==> config.mk <==
export PLATFORM = sky130hd
export DESIGN_NAME = uart_tx_frame
export DESIGN_NICKNAME = d
export VERILOG_FILES = /design/src/rtl/uart_tx_frame.sv
export SDC_FILE = /design/constraint.sdc
export NUM_CORES = 1
export LEC_CHECK = 0
export ABC_CLOCK_PERIOD_IN_PS = 4400
export BUFFER_PORTS_ARGS = -buffer_cell sky130_fd_sc_hd__clkbuf_2
export CAP_MARGIN = 20
export CORE_UTILIZATION = 25
export DETAILED_ROUTE_END_ITERATION = 10
export PLACE_DENSITY_LB_ADDON = 0.2
export RECOVER_POWER = 100
export SETUP_SLACK_MARGIN = 0.15
export SLEW_MARGIN = 15
export SYNTH_ARGS = -nofsm -noshare
export SYNTH_HDL_FRONTEND = slang
export SYNTH_SLANG_ARGS = --single-unit
==> constraint.sdc <==
create_clock -name clk -period 4.4 [get_ports clk]
set_clock_uncertainty 0.2 [all_clocks]
set_input_delay 1.1 -clock clk [delete_from_list [all_inputs] [get_ports clk]]
set_output_delay 1.1 -clock clk [all_outputs]
set_load 0.05 [all_outputs]
==> src/rtl/uart_tx_frame.sv <==
// UART transmitter: start bit, 5..8 data bits LSB first, optional even/odd parity, 1 or 2 stop bits.
// Frame format and bit rate are latched when a word is accepted over the valid/ready handshake.
module uart_tx_frame #(
    parameter int unsigned BASE_CLKS_PER_BIT = 32,
    parameter int unsigned DIV_W             = 12
) (
    input  logic       clk,
    input  logic       rst,
    input  logic [7:0] tx_data,
    input  logic       tx_valid,
    output logic       tx_ready,
    input  logic [1:0] baud_sel,
    input  logic       parity_en,
    input  logic       parity_odd,
    input  logic       stop2,
    input  logic [3:0] frame_len,
    output logic       tx,
    output logic       busy,
    output logic       tx_done
);

    typedef enum logic [2:0] {IDLE, START, DATA, PARITY, STOP} state_t;

    state_t           state;
    state_t           state_next;
    logic [DIV_W-1:0] clk_cnt;
    logic [DIV_W-1:0] period;
    logic [7:0]       data_l;
    logic [3:0]       len_l;
    logic             par_en_l;
    logic             par_odd_l;
    logic             stop2_l;
    logic [2:0]       bit_idx;
    logic [2:0]       idx_next;
    logic             stop_idx;
    logic             accept;
    logic             bit_end;
    logic             last_data;
    logic             parity_bit;
    logic             tx_d;
    logic [3:0]       len_clamped;
    logic [7:0]       data_mask;

    assign accept     = tx_valid & tx_ready;
    assign bit_end    = (state != IDLE) && (clk_cnt == period - DIV_W'(1));
    assign last_data  = ({1'b0, bit_idx} == len_l - 4'd1);
    assign data_mask  = 8'hFF >> (4'd8 - len_l);
    assign parity_bit = (^(data_l & data_mask)) ^ par_odd_l;

    always_comb begin
        len_clamped = frame_len;
        if (frame_len < 4'd5)
            len_clamped = 4'd5;
        else if (frame_len > 4'd8)
            len_clamped = 4'd8;
    end

    always_ff @(posedge clk or negedge rst) begin
        if (!rst)
            state <= IDLE;
        else
            state <= state_next;
    end

    always_comb begin
        state_next = state;
        case (state)
            IDLE:    if (accept) state_next = START;
            START:   if (bit_end) state_next = DATA;
            DATA:    if (bit_end && last_data) state_next = par_en_l ? PARITY : STOP;
            PARITY:  if (bit_end) state_next = STOP;
            STOP:    if (bit_end && (stop_idx == stop2_l)) state_next = IDLE;
            default: state_next = IDLE;
        endcase
    end

    // tx is registered, so the value is chosen from the state being entered on this edge.
    always_comb begin
        idx_next = (state == DATA && bit_end) ? bit_idx + 3'd1 : bit_idx;
        tx_d     = 1'b1;
        case (state_next)
            START:   tx_d = 1'b0;
            DATA:    tx_d = data_l[idx_next];
            PARITY:  tx_d = parity_bit;
            default: tx_d = 1'b1;
        endcase
    end

    always_ff @(posedge clk or negedge rst) begin
        if (!rst) begin
            tx        <= 1'b1;
            tx_ready  <= 1'b0;
            busy      <= 1'b0;
            tx_done   <= 1'b0;
            clk_cnt   <= '0;
            period    <= '0;
            data_l    <= '0;
            len_l     <= '0;
            par_en_l  <= 1'b0;
            par_odd_l <= 1'b0;
            stop2_l   <= 1'b0;
            bit_idx   <= '0;
            stop_idx  <= 1'b0;
        end else begin
            tx       <= tx_d;
            tx_ready <= (state_next == IDLE);
            busy     <= (state_next != IDLE);
            tx_done  <= (state == STOP) && (state_next == IDLE);
            if (accept) begin
                data_l    <= tx_data;
                len_l     <= len_clamped;
                par_en_l  <= parity_en;
                par_odd_l <= parity_odd;
                stop2_l   <= stop2;
                period    <= DIV_W'(BASE_CLKS_PER_BIT) << baud_sel;
                clk_cnt   <= '0;
                bit_idx   <= '0;
                stop_idx  <= 1'b0;
            end else if (state != IDLE) begin
                if (bit_end) begin
                    clk_cnt <= '0;
                    if (state == DATA) bit_idx <= bit_idx + 3'd1;
                    if (state == STOP) stop_idx <= 1'b1;
                end else begin
                    clk_cnt <= clk_cnt + DIV_W'(1);
                end
            end
        end
    end

endmodule

==> run summary, run 1 <==
Status - finished, violations left
Violated checks - capacitance limit, slew limit
# hold bufs at CTS - 0
I/O pin cnt - 24
Core area - 9371 sq um
Worst hold slack - 0.2992 ns
XOR/XNOR Fraction of Synth Area - 0.08807
CP top delay family - buffers and inverters
Min cycle time layout - 3.219 ns
Drt wl/cell - 12.80 um
Die W - 100.9 um
Drt initial violations - 76
Share of layout cells above drive strength 1 - 0.1333
Clk Latency, worst-skew pair - 0.30 ns
Seq/Total Area, Yosys - 0.4306
Routed WL - 5.300 mm
Mapped Area - 2444 sq um
Port Buffer Count - 23
Post-DRT Antenna Nets - 0
Num rows - 35
TritonCTS Buffers - 5
Cells after Synth - 261
Vias - 1883
Clk root buf - clkbuf_8
Pwr Total - 0.6702 mW
First-pass GRT wire length - 9.453 mm
Vias in the first global route - 1893
DP Wirelength - 3.723 mm
Post-CTS Resized - 0
Worst setup SP type - input pin
GRT Resource Usage Total - 0.1189
Compound-Gate Fraction of Synth Area - 0.1152
NumNets Final - 311
# setup viols final - 0
Grt ovf - 0
Synthesized Nets - 288
Commonest cells post-synth - nand2_1 (59), dfrtp_1 (41), o21ai_0 (23)
Residual DRC - 0
Main combinational cell family by area after synthesis - simple AND/OR/NAND/NOR gates
Cell mode on critical path - clkbuf_1
Synth async-reset ratio - 1.000
Cell Pwr Density - 244.4 nW/um^2
Antenna cell count - 0
Final Hold Vio Count - 0
CP cell instances - clkbuf_1 -> and2_0 -> clkbuf_1 -> nor2_1 -> o21ai_0 -> clkbuf_1 -> nor2b_1 -> o21ai_0 -> o31ai_1
Initial Utilization - 0.2607
Unrepaired setup endpoints after global routing - no
RD Place Congestion - 0.7209
Setup TNS - 0 ns
Die height - 100.9 um
Tcrit/Tclk final - 0.7317
Area delta synth->final - 12.24%
Largest net degree at the start of global routing - 43
Syn_area_per_cell - 9.362 sq um
Number of enable flip-flop cells after synthesis - 0
Simple-Gate Fraction of Synth Area - 0.2309
CTS sink count - 42
Pre-antenna DRT Iters - 4
Worst setup EP type - flip-flop
Slowest stage delay, CP - 0.89 ns
Layout Cells excl Fill - 414
Max Freq - 0.3106 GHz
Postcts setup bufs - 0
Main synth FF type - dfrtp_1
Post-synthesis adder-cell area fraction - 0.03584
Crit-path max FO - 26
Max cap viols - 1
Initial antenna violation count - 0
Vias/cell - 4.548
Synth cell types - 49
Worst IR Drop VDD - 0.1042 mV
Biggest area consumer among synthesized cells - dfrtp_1
Die area - 10170 sq um
Multiplexer area fraction after synthesis - 0.06349
CTS max path bufs - 2
Number of synthesized register bits - 42
Worst slew pin tran - 2.320 ns
CTS tree - yes
Final Max Slew Viols - 43
WP buf/inv - 3
Leakage - 1.239 nW
Htree depth - 2
Clk pin slew, worst setup/hold paths - 0.08 ns
Crit path kind - input pin to flip-flop
WP data arrival - 3.19 ns
Ys Warns - 0
Synth top area cells - dfrtp_1 (42%), nand2_1 (9.1%), o21ai_0 (4.7%)
Cells after DPL - 406
Post-synth top area share - 0.4199
Req. time, crit path - 4.37 ns
Count leader, synth - nand2_1
Relative slew slack - -0.5466
Crit-path slowest cell - clkbuf_1
Hold crit path type - flip-flop to flip-flop
## sequential cells by signal, summed over array words and instances, names as in the netlist
signal and count:
tx_done 1, busy 1, par_odd_l 1, stop2_l 1, period 4, len_l 4, state 3, par_en_l 1
tx 1, bit_idx 3, data_l 8, stop_idx 1, clk_cnt 12, tx_ready 1
## metal layers
layer,GRT usage,vias to the layer above,share of wire
met5,0,-,0
met4,0.05240,0,0.025
met3,0.02080,11,0.039
met2,0.1828,39,0.41
met1,0.1635,900,0.52
li1,-,933,-
## kinds of logic after synthesis
logic type | count (synthesis)
buf+inv | 19
flops | 42
compound gates | 43
mux | 9
fa+ha+maj | 7
xor+xnor | 23
simple gates | 118
## metrics by stage
step / utilization / instance area, sq um / setup WS (ns)
floorplan: - / 2444 / 1.713
global placement: 0.2869 / 2689 / 1.437
detailed placement: 0.2869 / 2689 / 1.463
CTS: 0.2967 / 2780 / 1.432
global route: 0.2927 / 2743 / 0.7372
finish: 0.2927 / 2743 / 1.181
## final cells by class
| cell class | instances | area [sq um] |
|---|---|---|
| fill | 1023 | 6629 |
| multi-input combinational | 200 | 1284 |
| sequential | 42 | 1052 |
| tap | 129 | 161.4 |
| timing repair buffer | 26 | 120.1 |
| clock buffer | 7 | 86.33 |
| inverter | 9 | 33.78 |
| clock inverter | 1 | 5.005 |
## power breakdown
part	total (mW)	switching (mW)	internal (mW)	leakage (nW)
sequential	0.386	0	0.386	0.511
combinational	0.0181	0.0116	0.00650	0.680
clock	0.266	0.140	0.127	0.0482
total	0.670	0.151	0.519	1.24
## cell usage in the layout, fill, tap and decap left out, drive strengths merged, types with 3 or more instances in the layout
cell type  netlist  layout
xor2            10      10
clkbuf           6      33
or3              4       4
nor2b            4       4
nand3            5       5
mux2i            4       4
and3             7       7
ha               7       7
dfrtp           41      41
a21oi            6       6
nand2           59      59
inv              9       9
nand3b           4       4
mux4             4       4
nor2            18      18
o21ai           24      24
o31ai            3       3
xnor2           12      12
nor3             4       4
## tightest hold or removal path, cell delays in order (launching register included)
cell and delay, ns:
dfrtp_1 0.36, nand2_1 0.05, nand2_1 0.06
## path summary, 6_finish.rpt
path | startpoint | to | slack, ns | cells after the start
max | tx_valid | clk_cnt[10]$_DFFE_PN0P_ | 1.18 | 9
min | stop2_l$_DFFE_PN0P_ | stop2_l$_DFFE_PN0P_ | 0.30 | 2
max reg2reg | period[5]$_DFFE_PN0P_ | tx$_DFF_PN1_ | 1.25 | 9
min reg2reg | stop2_l$_DFFE_PN0P_ | stop2_l$_DFFE_PN0P_ | 0.30 | 2
max in group asynchronous | rst | par_odd_l$_DFFE_PN0P_ | 1.29 | 2
min in group asynchronous | rst | clk_cnt[0]$_DFFE_PN0P_ | 1.39 | 2
Note: power is estimated with default switching activity, not from simulation.
==> run 2, diff against run 1 <==
Settings changed: ABC_CLOCK_PERIOD_IN_PS 4400 to 2880.
Clock period 4.4 ns to 2.88 ns, I/O delays scaled along.
==> run 2 against run 1 <==
Combinational power increased by 53%. The flow now finishes without violations. Sequential share of layout area fell by 1.6 points. Global-route usage about the same. Die area did not move. Wire length grew 0.91%.
==> run summary, run 2 (synthesis gave the netlist of run 1 again) <==
Largest net degree at the start of global routing - 23 (-47%)
Top reg by flops - clk_cnt
Residual DRC - 0 (unchanged)
Min cycle time layout - 2.652 ns
Clk pin slew, worst setup/hold paths - 0.09 ns (about the same)
Relative slew slack - 0.1601 (+0.7067)
I/O pin cnt - 24 (unchanged)
Worst setup EP type - flip-flop
Vias in the first global route - 1841 (-2.7%)
# setup viols final - 0 (unchanged)
DR WL met2 - 2.370 mm (+8.5%)
Antenna cell count - 0 (unchanged)
Met1 wire length - 2.703 mm (-2.6%)
Tcrit/Tclk final - 0.9210
WP data arrival - 2.67 ns (-0.52 ns)
Worst IR Drop VDD - 0.1444 mV (+39%)
Area delta synth->final - 17.15%
Core area - 9371 sq um (unchanged)
Crit-path max FO - 8 (-69%)
Max Freq - 0.3770 GHz
Routed wl met3 - 174 um (-16%)
Vias - 1866 (-0.90%)
Max Used Layer - met4
Final Hold Vio Count - 0 (unchanged)
CTS max path bufs - 2 (unchanged)
Most common cell after layout, fill and taps aside - nand2_1
First-pass GRT wire length - 9.239 mm (-2.3%)
Cell Pwr Density - 355.8 nW/um^2 (+46%)
Leakage - 1.276 nW (+2.9%)
Setup TNS - 0 ns (unchanged)
CTS tree - yes
Htree depth - 2 (unchanged)
Status - complete, no violations
Worst setup SP type - flip-flop
Clk Latency, worst-skew pair - 0.30 ns (about the same)
Crit path kind - flip-flop to flip-flop
Die height - 100.9 um (unchanged)
Clk root buf - clkbuf_8
Die area - 10170 sq um (unchanged)
Worst slew pin tran - 1.260 ns (-1.060 ns)
NumNets Final - 321 (+3.2%)
Max cap viols - 0 (-1)
Post-DRT Antenna Nets - 0 (unchanged)
Routed WL - 5.348 mm (+0.91%)
Most frequent cells in the layout - nand2_1 (59), dfrtp_1 (40), o21ai_0 (23)
Unrepaired setup endpoints after global routing - yes
DP Wirelength - 3.910 mm (+5.0%)
Grt ovf - 0 (unchanged)
DP Area - 2734 sq um (+1.7%)
TritonCTS Buffers - 5 (unchanged)
CTS sink count - 42 (unchanged)
RD Place Congestion - 0.7783 (+8.0%)
Hold crit path type - flip-flop to flip-flop
Largest regs - clk_cnt x12, data_l x8
Final Worst Setup Slack - 0.2277 ns (-0.9529 ns)
Final Max Slew Viols - 0 (-100%)
Final instance area - 2863 sq um (+4.4%)
Die W - 100.9 um (unchanged)
Vias/cell - 4.401 (-3.2%)
Drt initial violations - 65 (-14%)
Max reg flops - 12 (unchanged)
GRT Resource Usage Total - 0.1185 (-0.0003998)
Req. time, crit path - 2.90 ns (-1.47 ns)
Num rows - 35 (unchanged)
Initial antenna violation count - 0 (unchanged)
Pre-CTS setup slack - 0.07375 ns (-1.390 ns)
Initial Utilization - 0.2607 (unchanged)
Share of layout cells above drive strength 1 - 0.1831 (+0.04972)
Drt wl/cell - 12.61 um (-1.5%)
Port Buffer Count - 23 (unchanged)
Pre-antenna DRT Iters - 4 (unchanged)
Worst hold slack - 0.3040 ns (+0.004787 ns)
-- run 2: cell count changes in the layout (fill, tap and decap cells not counted), sizes merged --
cell    before  now
buf          0    6
clkbuf      33   37
-- run 2: through the flow --
step           utilization  std cells  total power [mW]
4_1_cts             0.3031        421             1.036
3_3_place_gp        0.2917        412            0.6311
6_report            0.3055        424             1.019
5_1_grt             0.3055        424             1.065
3_5_place_dp        0.2917        412            0.6315
2_1_floorplan            -        261            0.6023
-- run 2: final timing paths --
| kind | from | endpoint | slack (ns) | cells after the start |
|---|---|---|---|---|
| hold reg to reg | clk_cnt[3]$_DFFE_PN0P_ | clk_cnt[3]$_DFFE_PN0P_ | 0.30 | 1 |
| setup / recovery | period[6]$_DFFE_PN0P_ | tx$_DFF_PN1_ | 0.23 | 9 |
| hold / removal | clk_cnt[3]$_DFFE_PN0P_ | clk_cnt[3]$_DFFE_PN0P_ | 0.30 | 1 |
| max in group asynchronous | rst | len_l[0]$_DFFE_PN0P_ | 1.06 | 2 |
| min in group asynchronous | rst | clk_cnt[6]$_DFFE_PN0P_ | 0.51 | 2 |
| setup reg to reg | period[6]$_DFFE_PN0P_ | tx$_DFF_PN1_ | 0.23 | 9 |
-- run 2: power breakdown --
group	switching, mW	total [mW]	leakage [nW]	internal [mW]
clock	0.208	0.402	0.0482	0.194
combinational	0.0175	0.0277	0.718	0.0102
sequential	0	0.589	0.510	0.589
-- run 2: layer usage --
metal,vias to the layer above,GRT usage
li1,956,-
met5,-,0
met2,37,0.1802
met4,0,0.05574
met3,8,0.02150
met1,865,0.1630
-- run 2: critical path, stage by stage, from the launching register on --
cell and delay, ns:
dfrtp_1 0.36, inv_1 0.06, ha_2 0.32, xor2_1 0.13, and4_1 0.26, o211ai_4 0.12, or4_4 0.45, mux2_4 0.31
and4_1 0.20, a211oi_2 0.16
-- run 2: what timing repair did --
item / in CTS / in global routing
buffers inserted: 1 / 3
pin swaps: 0 / 5
hold buffers: 0 / 0
endpoints found under the hold margin: 0 / 0
resized for setup: 2 / 9
setup endpoints to repair: 3 / 5
-- run 2: layout make-up --
cell class,instances,area [sq um]
inverter,9,33.78
multi-input combinational,200,1343
sequential,42,1054
clock inverter,1,5.005
fill,1031,6509
timing repair buffer,36,180.2
clock buffer,7,86.33
tap,129,161.4
